**config.mk**
```make
export PLATFORM = sky130hd
export DESIGN_NAME = l2_flatten_flat
export DESIGN_NICKNAME = d
export VERILOG_FILES = /design/src/rtl/l2_flatten_if.sv /design/src/rtl/l2_flatten.sv /design/src/flat_wrapper.sv
export SDC_FILE = /design/constraint.sdc
export NUM_CORES = 1
export LEC_CHECK = 0
export ABC_AREA = 1
export CAP_MARGIN = 20
export CORE_UTILIZATION = 48
export DETAILED_ROUTE_END_ITERATION = 10
export GPL_TIMING_DRIVEN = 0
export PLACE_DENSITY = 0.77
export SLEW_MARGIN = 25
export SYNTH_ARGS = -nofsm -noshare
export SYNTH_HDL_FRONTEND = slang
export SYNTH_SLANG_ARGS = --single-unit
export TNS_END_PERCENT = 10
```
**constraint.sdc**
```tcl
create_clock -name clk -period 2.1 [get_ports clk]
set_clock_uncertainty 0.2 [all_clocks]
set_input_delay 0.21 -clock clk [delete_from_list [all_inputs] [get_ports clk]]
set_output_delay 0.21 -clock clk [all_outputs]
set_load 0.03 [all_outputs]
```
**src/rtl/l2_flatten_if.sv**
```systemverilog
// Control handshake and shared memory bus between the flatten engine and the feature-map memories.
// master = flatten engine, slave = memory / controller side.
interface l2_flatten_if;
    logic               start;
    logic               busy;
    logic               done;
    logic               crd;
    logic        [11:0] caddr_rd;
    logic signed [19:0] cdata_rd;
    logic               cwr;
    logic        [11:0] caddr_wr;
    logic signed [19:0] cdata_wr;
    logic        [2:0]  csel;

    modport master (
        input  start, cdata_rd,
        output busy, done, crd, caddr_rd, cwr, caddr_wr, cdata_wr, csel
    );

    modport slave (
        output start, cdata_rd,
        input  busy, done, crd, caddr_rd, cwr, caddr_wr, cdata_wr, csel
    );
endinterface

```
**src/rtl/l2_flatten.sv**
```systemverilog
// Interleaves two pooled layer-1 maps into one layer-2 map: L2[2i]=K0[i], L2[2i+1]=K1[i].
// Latency: 4 cycles per entry, 4*DEPTH busy cycles; no backpressure, start ignored while active.
module l2_flatten #(
    parameter int         DEPTH  = 1024,
    parameter logic [2:0] SEL_K0 = 3'b011,
    parameter logic [2:0] SEL_K1 = 3'b100,
    parameter logic [2:0] SEL_L2 = 3'b101
) (
    input  logic         clk,
    input  logic         reset,
    l2_flatten_if.master bus
);

    typedef enum logic [2:0] {IDLE, RD_K0, RD_K1, WR_EVEN, WR_ODD, DONE} state_t;

    localparam logic [11:0] LAST = 12'(DEPTH - 1);

    state_t             state, state_nxt;
    logic        [11:0] idx, idx_nxt;
    logic signed [19:0] d0, d1;

    always_comb begin
        state_nxt = state;
        idx_nxt   = idx;
        case (state)
            IDLE: begin
                if (bus.start) begin
                    state_nxt = RD_K0;
                    idx_nxt   = '0;
                end
            end
            RD_K0:   state_nxt = RD_K1;
            RD_K1:   state_nxt = WR_EVEN;
            WR_EVEN: state_nxt = WR_ODD;
            WR_ODD: begin
                if (idx == LAST) begin
                    state_nxt = DONE;
                end else begin
                    state_nxt = RD_K0;
                    idx_nxt   = idx + 12'd1;
                end
            end
            DONE:    state_nxt = IDLE;
            default: state_nxt = IDLE;
        endcase
    end

    always_ff @(posedge clk or negedge reset) begin
        if (!reset) begin
            state <= IDLE;
            idx   <= '0;
            d0    <= '0;
            d1    <= '0;
        end else begin
            state <= state_nxt;
            idx   <= idx_nxt;
            if (state == RD_K1)   d0 <= bus.cdata_rd;
            if (state == WR_EVEN) d1 <= bus.cdata_rd;
        end
    end

    // Outputs are registered from the next state so they line up with the state they describe.
    // Write data loads the same returning read word that d0/d1 capture, so each write
    // goes out in the cycle right after its read data arrives.
    always_ff @(posedge clk or negedge reset) begin
        if (!reset) begin
            bus.busy     <= 1'b0;
            bus.done     <= 1'b0;
            bus.crd      <= 1'b0;
            bus.cwr      <= 1'b0;
            bus.caddr_rd <= '0;
            bus.caddr_wr <= '0;
            bus.cdata_wr <= '0;
            bus.csel     <= '0;
        end else begin
            bus.busy <= (state_nxt == RD_K0) || (state_nxt == RD_K1) ||
                        (state_nxt == WR_EVEN) || (state_nxt == WR_ODD);
            bus.done <= (state_nxt == DONE);
            bus.crd  <= (state_nxt == RD_K0) || (state_nxt == RD_K1);
            bus.cwr  <= (state_nxt == WR_EVEN) || (state_nxt == WR_ODD);
            case (state_nxt)
                RD_K0: begin
                    bus.csel     <= SEL_K0;
                    bus.caddr_rd <= idx_nxt;
                end
                RD_K1: begin
                    bus.csel     <= SEL_K1;
                    bus.caddr_rd <= idx_nxt;
                end
                WR_EVEN: begin
                    bus.csel     <= SEL_L2;
                    bus.caddr_wr <= {idx_nxt[10:0], 1'b0};
                    bus.cdata_wr <= bus.cdata_rd;
                end
                WR_ODD: begin
                    bus.csel     <= SEL_L2;
                    bus.caddr_wr <= {idx_nxt[10:0], 1'b1};
                    bus.cdata_wr <= bus.cdata_rd;
                end
                default: bus.csel <= 3'b000;
            endcase
        end
    end

endmodule
```
**src/flat_wrapper.sv**
```systemverilog
// flat-port wrapper written by rule: the top's interface ports become plain ports
module l2_flatten_flat 
#(
    parameter int         DEPTH  = 1024,
    parameter logic [2:0] SEL_K0 = 3'b011,
    parameter logic [2:0] SEL_K1 = 3'b100,
    parameter logic [2:0] SEL_L2 = 3'b101
)
  (clk, reset, bus_start, bus_cdata_rd, bus_busy, bus_done, bus_crd, bus_caddr_rd, bus_cwr, bus_caddr_wr, bus_cdata_wr, bus_csel);
  l2_flatten_if bus_i ();
  input  logic clk;
  input  logic reset;
  input wire logic [$bits(bus_i.start)-1:0] bus_start;
  input wire logic [$bits(bus_i.cdata_rd)-1:0] bus_cdata_rd;
  output wire logic [$bits(bus_i.busy)-1:0] bus_busy;
  output wire logic [$bits(bus_i.done)-1:0] bus_done;
  output wire logic [$bits(bus_i.crd)-1:0] bus_crd;
  output wire logic [$bits(bus_i.caddr_rd)-1:0] bus_caddr_rd;
  output wire logic [$bits(bus_i.cwr)-1:0] bus_cwr;
  output wire logic [$bits(bus_i.caddr_wr)-1:0] bus_caddr_wr;
  output wire logic [$bits(bus_i.cdata_wr)-1:0] bus_cdata_wr;
  output wire logic [$bits(bus_i.csel)-1:0] bus_csel;
  assign bus_i.start = bus_start;
  assign bus_i.cdata_rd = bus_cdata_rd;
  assign bus_busy = bus_i.busy;
  assign bus_done = bus_i.done;
  assign bus_crd = bus_i.crd;
  assign bus_caddr_rd = bus_i.caddr_rd;
  assign bus_cwr = bus_i.cwr;
  assign bus_caddr_wr = bus_i.caddr_wr;
  assign bus_cdata_wr = bus_i.cdata_wr;
  assign bus_csel = bus_i.csel;
  l2_flatten #(.DEPTH(DEPTH), .SEL_K0(SEL_K0), .SEL_K1(SEL_K1), .SEL_L2(SEL_L2)) u_core (.clk(clk), .reset(reset), .bus(bus_i));
endmodule
```
==> results.tsv, run 1 <==
metric	value	unit
antenna_found_initial	0	
ctsRootBufferMaster	clkbuf_8	
yosys.area.top_type_share	0.590	
wl_met2	3000	um
rr_endpoint	u_core.bus.caddr_wr[11]$_DFFE_PN0P_	
cts_buffers	9	
final_core_util	0.692	
startpoint	u_core.idx[0]$_DFF_PN0_	
synth_top_family_by_area	simple AND/OR/NAND/NOR gates	
yosys.area_share.simple	0.345	
min_period	1.94	ns
synth-seq-area-share	0.590	
synthAdderAreaFrac	0.00447	
ys_ff_latch	66	
fillers	454	
final.setup.tns	0	ns
syn_to_final_growth	37.8	%
avgRoutedWirePerCell	12.6	um
mappedNetlistNets	346	
overflow	0	
drv_slew	0	
wirelength	6080	um
dr_wl_met3	205	um
fin_hold_ws	0.171	ns
hold_viol	0	
ys_top_cells_by_area	dfrtp_1, nand2_1, nand3_1, inv_1, nor2_1	
clock_latency	0.33	ns
maxCapViolations	0	
crit_slowest_cell	dfrtp_1	
fmax	516	MHz
gp_congestion	0.852	
grt_pass1_vias	2261	
synthXorXnorAreaFrac	0	
dp_hpwl	4430	um
grt_max_degree	36	
synth_cell_types	26	
synth_area_leader_cell	dfrtp_1	
routed.top_layer	met4	
fp.dieArea	0.00615	mm2
worstMarginPinSlew	0.473	ns
grt_usage	0.218	
drc	0	
power.total	0.00257	W
viasPerCell	4.78	
cts_tree	yes	
regArea	0.00165	mm2
finalWorstSetupSlack	0.164	ns
r2r_slack	0.16	ns
die_y	78.4	um
place_ws	0.103	ns
p_leak	1.87	nW
ant_nets	0	
ir_drop	0.476	mV
powerDensity	667	mW/mm2
firstDrtPassIters	4	
avgSynthCellArea	8.70	um2
core	0.00557	mm2
portBuffers	73	
htree_levels	3	
num_rows	27	
start_kind	flop	
r2r_start	u_core.idx[0]$_DFF_PN0_	
setup_viol	0	
critPathMaxFanout	8	
slew_headroom	0.685	
drive_above_1_share	0.0752	
max-clock-path-buffers	2	
max_stage_delay	0.39	ns
crit_type	reg -> reg	
cp_common_cell	nand2_1	
grt_pass1_wl	10200	um
yosysWarnings	0	
layout.nets	432	
synthCells	322	
cts_sinks	66	
crit_end	u_core.bus.caddr_wr[11]$_DFFE_PN0P_	
die_w	78.4	um
syn_area	0.00280	mm2
muxShareOfSynthArea	0	
end_kind	flop	
start_util	0.503	
drt_iter0_markers	142	
worstRegToRegCells	10	
vias	2312	
status	complete, no violations	
met1_length	2760	um
multi_input_area	0.00102	mm2
period_share	0.922	
worstPathArrival	1.96	ns
hold_class	in -> async	
clk_pin_slew	0.07	ns
synth_compound_area_frac	0.0125	
ios	74	
crit_chain	ha_1 -> nand2_1 -> nor2_4 -> nand2_1 -> nor2_1 -> nor2_4 -> nand3_1 -> nand2_1 -> nand2_1 -> nand2_1	
cp.required	2.12	ns
antenna_cells	0	
cells in the mapped netlist, drive strengths merged:
cell type / n
clkinv: 1
clkbuf: 6
ha: 1
dfrtp: 66
or2: 1
nand4: 3
nand3: 26
inv: 18
nor3b: 1
and2: 3
nand3b: 2
nor3: 2
nand2: 166
nor2: 16
buf: 3
o21ai: 7
metrics by stage:
step	cells	cell area (um2)
finish	484	3860
global placement	467	3620
detailed placement	468	3640
floorplan	322	2800
global route	484	3860
CTS	484	3850
where the power goes:
group | internal [W] | total [W] | switching [W]
Clock | 0.000662 | 0.00110 | 0.000441
Combinational | 0.0000808 | 0.000169 | 0.0000878
Sequential | 0.00129 | 0.00130 | 0.0000100
Total | 0.00203 | 0.00257 | 0.000539
cell usage in the layout (no fill, tap or decap), types with 2 or more instances in the layout:
cell             count
nand3_4              2
clkbuf_8             9
dfrtp_1             66
clkdlybuf4s50_1     72
and2_1               3
nor2_4               3
nand2_1            162
nand4_1              3
nand2_2              2
clkbuf_1             9
clkinv_2             2
o21ai_0              7
buf_4                2
inv_1               16
nor3_1               2
bufinv_16            2
nand3b_1             2
nor2_1              11
nand3_1             24
nand2_4              2
buf_12               2
sequential cells by signal (all words and copies together), names as in the netlist:
register / flops
u_core.idx: 12
u_core.bus.busy: 1
u_core.bus.csel: 3
u_core.bus.caddr_rd: 12
u_core.state: 3
u_core.bus.cdata_wr: 20
u_core.bus.caddr_wr: 12
u_core.bus.done: 1
u_core.bus.cwr: 1
u_core.bus.crd: 1
worst max-delay path, delay by kind of cell, from the launching register on:
family | cells | cell delay [ns]
flops | 1 | 0.39
fa+ha+maj | 1 | 0.21
simple gates | 9 | 1.03
how the worst min path moves through the flow:
stage,depth (start not counted),slack (ns),endpoint,from
5_1_grt,3,0.22,u_core.bus.cdata_wr[0]$_DFFE_PN0P_,bus_cdata_rd[0]
4_1_cts,2,0.15,u_core.bus.caddr_rd[9]$_DFFE_PN0P_,reset
2_1_floorplan,0,-0.29,u_core.bus.busy$_DFF_PN0_,reset
3_3_place_gp,2,0.25,u_core.bus.cdata_wr[13]$_DFFE_PN0P_,u_core.bus.cdata_wr[13]$_DFFE_PN0P_
3_5_place_dp,1,-0.03,u_core.bus.caddr_rd[9]$_DFFE_PN0P_,reset
6_report,2,0.17,u_core.bus.caddr_rd[9]$_DFFE_PN0P_,reset
layout make-up:
class	instances	area share
multi-input combinational	228	0.265
clock buffer	12	0.0350
timing repair buffer	75	0.196
clock inverter	3	0.0169
buffer	9	0.0159
sequential	66	0.428
tap	72	0.0233
inverter	19	0.0194
repair_timing:
| item | in CTS | in global routing |
|---|---|---|
| setup endpoints to repair | 0 | 10 |
| hold buffers | 1 | 0 |
| setup buffers | 0 | 0 |
| resized for setup | 0 | 2 |
| hold endpoints to repair | 66 | 0 |
per-layer routing:
layer  global-route usage  vias to the layer above
li1                     -                     1168
met5                    0                        -
met2                0.348                       46
met4                0.113                        0
met3               0.0384                       11
met1                0.287                     1087
cell families (layout without fill, tap and decap cells):
| group | after synthesis | after routing |
|---|---|---|
| flops | 66 | 66 |
| buf+inv | 28 | 118 |
| simple gates | 220 | 220 |
| compound gates | 7 | 7 |
| fa+ha+maj | 1 | 1 |
Note: power is estimated with default switching activity, not from simulation.
==> run 2, diff against run 1 <==
==> constraint.sdc (replaced) <==
create_clock -name clk -period 2.1 [get_ports clk]
set_clock_uncertainty 0.2 [all_clocks]
set_input_delay 0.21 -clock clk [delete_from_list [all_inputs] [get_ports clk]]
set_output_delay 0.21 -clock clk [all_outputs]
set_load 0.1 [all_outputs]
==> run 2 against run 1 <==
Effect of this change: critical path depth fell by 9; non-clock buffer count did not move; global-route usage rose by 0.15 points; register-to-register slack barely moved; clock power barely moved; first-iteration DRC count fell by 5.6%; count of clock-buffer cells in the layout did not move; setup slack got worse by 0.029 ns; wire length fell by 0.46%; die area did not move; largest power group unchanged; highest routed layer unchanged.
==> results.tsv, run 2 (synthesis results as in run 1) <==
metric	value	unit	change
place_area	0.00364	mm2	unchanged
max_stage_delay	0.87	ns	+0.48 ns
p_leak	1.91	nW	+2.0%
final.setup.tns	0	ns	unchanged
vias	2325		+0.56%
cts_tree	yes		
maxCapViolations	0		unchanged
grt_max_degree	36		unchanged
critPathMaxFanout	2		-6
finalWorstSetupSlack	0.134	ns	-0.0293 ns
cp_top_family	buffers and inverters		
start_util	0.503		unchanged
antenna_found_initial	0		unchanged
final_cell_area	0.00380	mm2	-1.7%
status	complete, no violations		
gp_congestion	0.852		unchanged
final_cell_mix	nand2_1, dfrtp_1, dlygate4sd2_1		
grt_pass1_vias	2279		+0.80%
clock_latency	0.33	ns	about the same
drive_above_1_share	0.0752		unchanged
syn_to_final_growth	35.5	%	
overflow	0		unchanged
worstMarginPinSlew	0.994	ns	+0.521 ns
min_period	1.97	ns	+0.0293 ns
slew_headroom	0.340		-0.345
largest-register	u_core.bus.cdata_wr		
cp.required	1.69	ns	-0.43 ns
crit_buf_inv	1		+1
grt_usage	0.220		+0.00153
clk_pin_slew	0.07	ns	about the same
viasPerCell	4.80		+0.56%
avgRoutedWirePerCell	12.5	um	-0.46%
place_ws	0.103	ns	unchanged
worstPathArrival	1.56	ns	-0.40 ns
ir_drop	0.458	mV	-3.8%
start_kind	flop		
ant_nets	0		unchanged
ios	74		unchanged
final_common_cell	nand2_1		
drt_iter0_markers	134		-5.6%
crit_chain	dlygate4sd2_1		
portBuffers	73		unchanged
fp.dieArea	0.00615	mm2	unchanged
dp.cells	468		unchanged
drv_slew	0		unchanged
crit_type	reg -> out		
grt_pass1_wl	10300	um	+0.87%
hold_class	in -> async		
fmax	509	MHz	-1.5%
met1_length	2720	um	-1.4%
largest_register_ffs	20		unchanged
num_rows	27		unchanged
routed.top_layer	met4		
die_w	78.4	um	unchanged
ctsRootBufferMaster	clkbuf_8		
firstDrtPassIters	4		unchanged
powerDensity	700	mW/mm2	+5.1%
dp_hpwl	4430	um	unchanged
antenna_cells	0		unchanged
dr_wl_met3	244	um	+19%
layout.nets	432		unchanged
die_y	78.4	um	unchanged
wl_met2	2970	um	-0.90%
htree_levels	3		unchanged
fin_hold_ws	0.170	ns	-0.000917 ns
setup_viol	0		unchanged
wirelength	6050	um	-0.46%
drc	0		unchanged
final_cells	484		unchanged
cts_buffers	9		unchanged
max-clock-path-buffers	2		unchanged
core	0.00557	mm2	unchanged
period_share	0.936		+0.0139
end_kind	primary output		
hold_viol	0		unchanged
cts_sinks	66		unchanged
crit_slowest_cell	dlygate4sd2_1		
run 2: per-stage QoR:
stage | utilization | total power (W)
5_1_grt | 0.681 | 0.00275
3_3_place_gp | 0.650 | 0.00160
4_1_cts | 0.679 | 0.00269
2_1_floorplan | - | 0.00149
6_report | 0.681 | 0.00266
3_5_place_dp | 0.653 | 0.00160
run 2: final cells by class:
type | instances | area [um2]
fill | 487 | 1780
tap | 72 | 90.1
multi-input combinational | 228 | 1020
inverter | 19 | 75.1
clock inverter | 3 | 65.1
clock buffer | 12 | 135
buffer | 9 | 61.3
timing repair buffer | 75 | 694
sequential | 66 | 1650
run 2: where the power goes:
group,switching [W],internal [W],leakage [nW]
combinational,0.000196,0.0000661,1.08
sequential,0.00000923,0.00129,0.723
clock,0.000435,0.000662,0.100
run 2: path summary, 6_finish.rpt:
path                                                      from                                  end  slack, ns  cells after the start
min reg2reg                u_core.bus.cdata_wr[13]$_DFFE_PN0P_  u_core.bus.cdata_wr[13]$_DFFE_PN0P_       0.26                      2
max                         u_core.bus.cdata_wr[8]$_DFFE_PN0P_                      bus_cdata_wr[8]       0.13                      1
min                                                      reset   u_core.bus.caddr_rd[9]$_DFFE_PN0P_       0.17                      2
max in group asynchronous                                reset   u_core.bus.cdata_wr[2]$_DFFE_PN0P_       1.01                      3
max reg2reg                            u_core.idx[0]$_DFF_PN0_  u_core.bus.caddr_wr[11]$_DFFE_PN0P_       0.17                     10
min in group clk                               bus_cdata_rd[4]   u_core.bus.cdata_wr[4]$_DFFE_PN0P_       0.21                      3
run 2: per-layer routing:
layer  vias up  track usage
met4         0        0.109
met3        11       0.0384
met2        57        0.354
met1      1087        0.287
met5         -            0
li1       1170            -
run 2: repair_timing:
item / 4_1_cts / 5_1_grt
setup endpoints to repair: 51 / 10
hold endpoints to repair: 66 / 0
hold buffers: 1 / 0
gates cloned: 0 / 0
resized for setup: 51 / 2
setup buffers: 0 / 0
==> run 3, diff against run 2 <==
--- a/config.mk
+++ b/config.mk
@@ -7,12 +7,13 @@
 export LEC_CHECK = 0
 export ABC_AREA = 1
 export CAP_MARGIN = 20
-export CORE_UTILIZATION = 48
+export CORE_UTILIZATION = 62
 export DETAILED_ROUTE_END_ITERATION = 10
+export DONT_BUFFER_PORTS = 1
 export GPL_TIMING_DRIVEN = 0
-export PLACE_DENSITY = 0.77
+export PLACE_DENSITY = 0.76
+export SKIP_LAST_GASP = 1
 export SLEW_MARGIN = 25
 export SYNTH_ARGS = -nofsm -noshare
 export SYNTH_HDL_FRONTEND = slang
 export SYNTH_SLANG_ARGS = --single-unit
-export TNS_END_PERCENT = 10
==> run 3 against run 2 <==
Effect of this change: setup slack better by 0.038 ns; maximum frequency is 2.0% higher; utilization is 8.2 points higher; critical endpoint is now u_core.bus.caddr_wr[11]$_DFFE_PN0P_; final cell count is 15% lower; clock power is 5% lower; critical path depth is 9 higher; sequential power is 12% higher; count of clock-buffer cells in the layout is 1 lower; flip-flop and latch count stayed put; critical path type is now reg -> reg; die area is 22% lower; largest cell class unchanged; first-iteration DRC count is 32% higher; non-clock buffer count is 52 lower; largest power group unchanged.
==> results.tsv, run 3 (synthesis results as in run 1) <==
metric	value	unit	change
cts_buffers	9		unchanged
die_y	69.2	um	-12%
drv_slew	0		unchanged
grt_setup_unrepaired	false		
grt_max_degree	67		+86%
ant_nets	0		unchanged
wirelength	6020	um	-0.53%
final_core_util	0.763		+0.0819
fillers	291		-40%
ir_drop	0.510	mV	+11%
die_w	69.2	um	-12%
firstDrtPassIters	4		unchanged
ctsRootBufferMaster	clkbuf_8		
power.total	0.00257	W	-3.2%
maxCapViolations	0		unchanged
hold_class	in -> reg		
status	complete, no violations		
hp-start	bus_start		
cts_tree	yes		
r2r_slack	0.17	ns	about the same
hold_viol	0		unchanged
worstPathArrival	1.99	ns	+0.43 ns
gp_congestion	0.829		-2.7%
vias	2157		-7.2%
setup_viol	0		unchanged
overflow	0		unchanged
min_period	1.93	ns	-0.0381 ns
regArea	0.00165	mm2	unchanged
max-clock-path-buffers	2		unchanged
place_ws	0.0924	ns	-0.0106 ns
drive_above_1_share	0.0942		+0.0189
end_kind	flop		
crit_type	reg -> reg		
drt_iter0_markers	177		+32%
num_rows	24		-11%
dp.cells	374		-20%
final_cell_mix	nand2_1, dfrtp_1, nand3_1		
antenna_found_initial	0		unchanged
r2r_start	u_core.idx[0]$_DFF_PN0_		
portBuffers	0		-100%
cts_sinks	66		unchanged
antenna_cells	0		unchanged
cp.required	2.17	ns	+0.48 ns
post-cts-setup-buffers	0		unchanged
htree_levels	3		unchanged
largest_register_ffs	20		unchanged
worstMarginPinSlew	0.925	ns	-0.0683 ns
largest-register	u_core.bus.cdata_wr		
grt_pass1_vias	2287		+0.35%
core	0.00435	mm2	-22%
ios	74		unchanged
dp_hpwl	3880	um	-12%
avgRoutedWirePerCell	14.6	um	+17%
fmax	519	MHz	+2.0%
startpoint	u_core.idx[0]$_DFF_PN0_		
grt_pass1_wl	10400	um	+1.2%
drc	0		unchanged
clk_pin_slew	0.07	ns	about the same
start_util	0.643		+0.141
final.setup.tns	0	ns	unchanged
multi_input_area	0.00103	mm2	+0.24%
period_share	0.918		-0.0182
start_kind	flop		
critPathMaxFanout	8		+6
powerDensity	775	mW/mm2	+11%
p_leak	1.67	nW	-12%
final_cells	413		-15%
slew_headroom	0.383		+0.0429
fp.dieArea	0.00479	mm2	-22%
final_common_cell	nand2_1		
viasPerCell	5.22		+8.7%
clock_latency	0.33	ns	about the same
layout.nets	380		-12%
grt_usage	0.281		+0.0613
syn_to_final_growth	18.6	%	
finalWorstSetupSlack	0.172	ns	+0.0381 ns
## run 3: cell count changes in the layout (fill, tap and decap cells not counted), moves of 2 or more
cell,previous run,this run
clkinv_2,2,4
clkbuf_1,9,7
dlygate4sd2_1,51,0
clkdlybuf4s50_1,21,0
dlygate4sd3_1,1,22
## run 3: through the flow
step	instance area, um2	hold slack [ns]
after floorplan	2800	-0.286
after global placement	2870	-0.284
after detailed placement	2870	-0.284
after CTS	3310	0.125
after global routing	3320	0.145
final	3320	0.121
## run 3: per-layer routing
layer  share of wire  GRT usage  vias up  routed length, um
li1                -          -     1066                  -
met1            0.42      0.350     1004               2550
met2            0.50      0.469       76               3000
met3           0.060     0.0698       11                363
met4           0.017      0.120        0                101
met5               0          0        -                  0
## run 3: path summary, 6_finish.rpt
check / to / cells after the start
min: u_core.bus.caddr_rd[2]$_DFFE_PN0P_ / 4
min reg2reg: u_core.state[2]$_DFF_PN0_ / 2
min in group asynchronous: u_core.bus.done$_DFF_PN0_ / 2
max: u_core.bus.caddr_wr[11]$_DFFE_PN0P_ / 10
max in group asynchronous: u_core.bus.caddr_rd[9]$_DFFE_PN0P_ / 2
max reg2reg: u_core.bus.caddr_wr[11]$_DFFE_PN0P_ / 10
## run 3: cell type report
cell class | instances | area share
buffer | 9 | 0.0185
clock buffer | 11 | 0.0426
clock inverter | 5 | 0.0162
inverter | 19 | 0.0226
multi-input combinational | 228 | 0.309
sequential | 66 | 0.497
tap | 52 | 0.0196
timing repair buffer | 23 | 0.0746
## run 3: report_power, final
part	total [W]	leakage, nW	switching (W)	internal (W)
Clock	0.00104	0.103	0.000466	0.000577
Sequential	0.00145	0.723	0.000163	0.00129
Combinational	0.0000820	0.845	0.0000410	0.0000410
Total	0.00257	1.67	0.000669	0.00191
## run 3: what timing repair did
action / CTS / global route
hold buffers: 23 / 0
setup endpoints to repair: 0 / 12
hold endpoints to repair: 87 / 0
gates resized for setup: 0 / 3
## run 3: worst max-delay path, cell delays in order, from the launching register on
cell and delay, ns:
dfrtp_1 0.41, ha_1 0.24, nand2_1 0.17, nor2_4 0.07, nand2_1 0.12, nor2_2 0.06, nor2_4 0.19, nand3_1 0.11
nand2_1 0.14, nand2_1 0.07, nand2_1 0.08
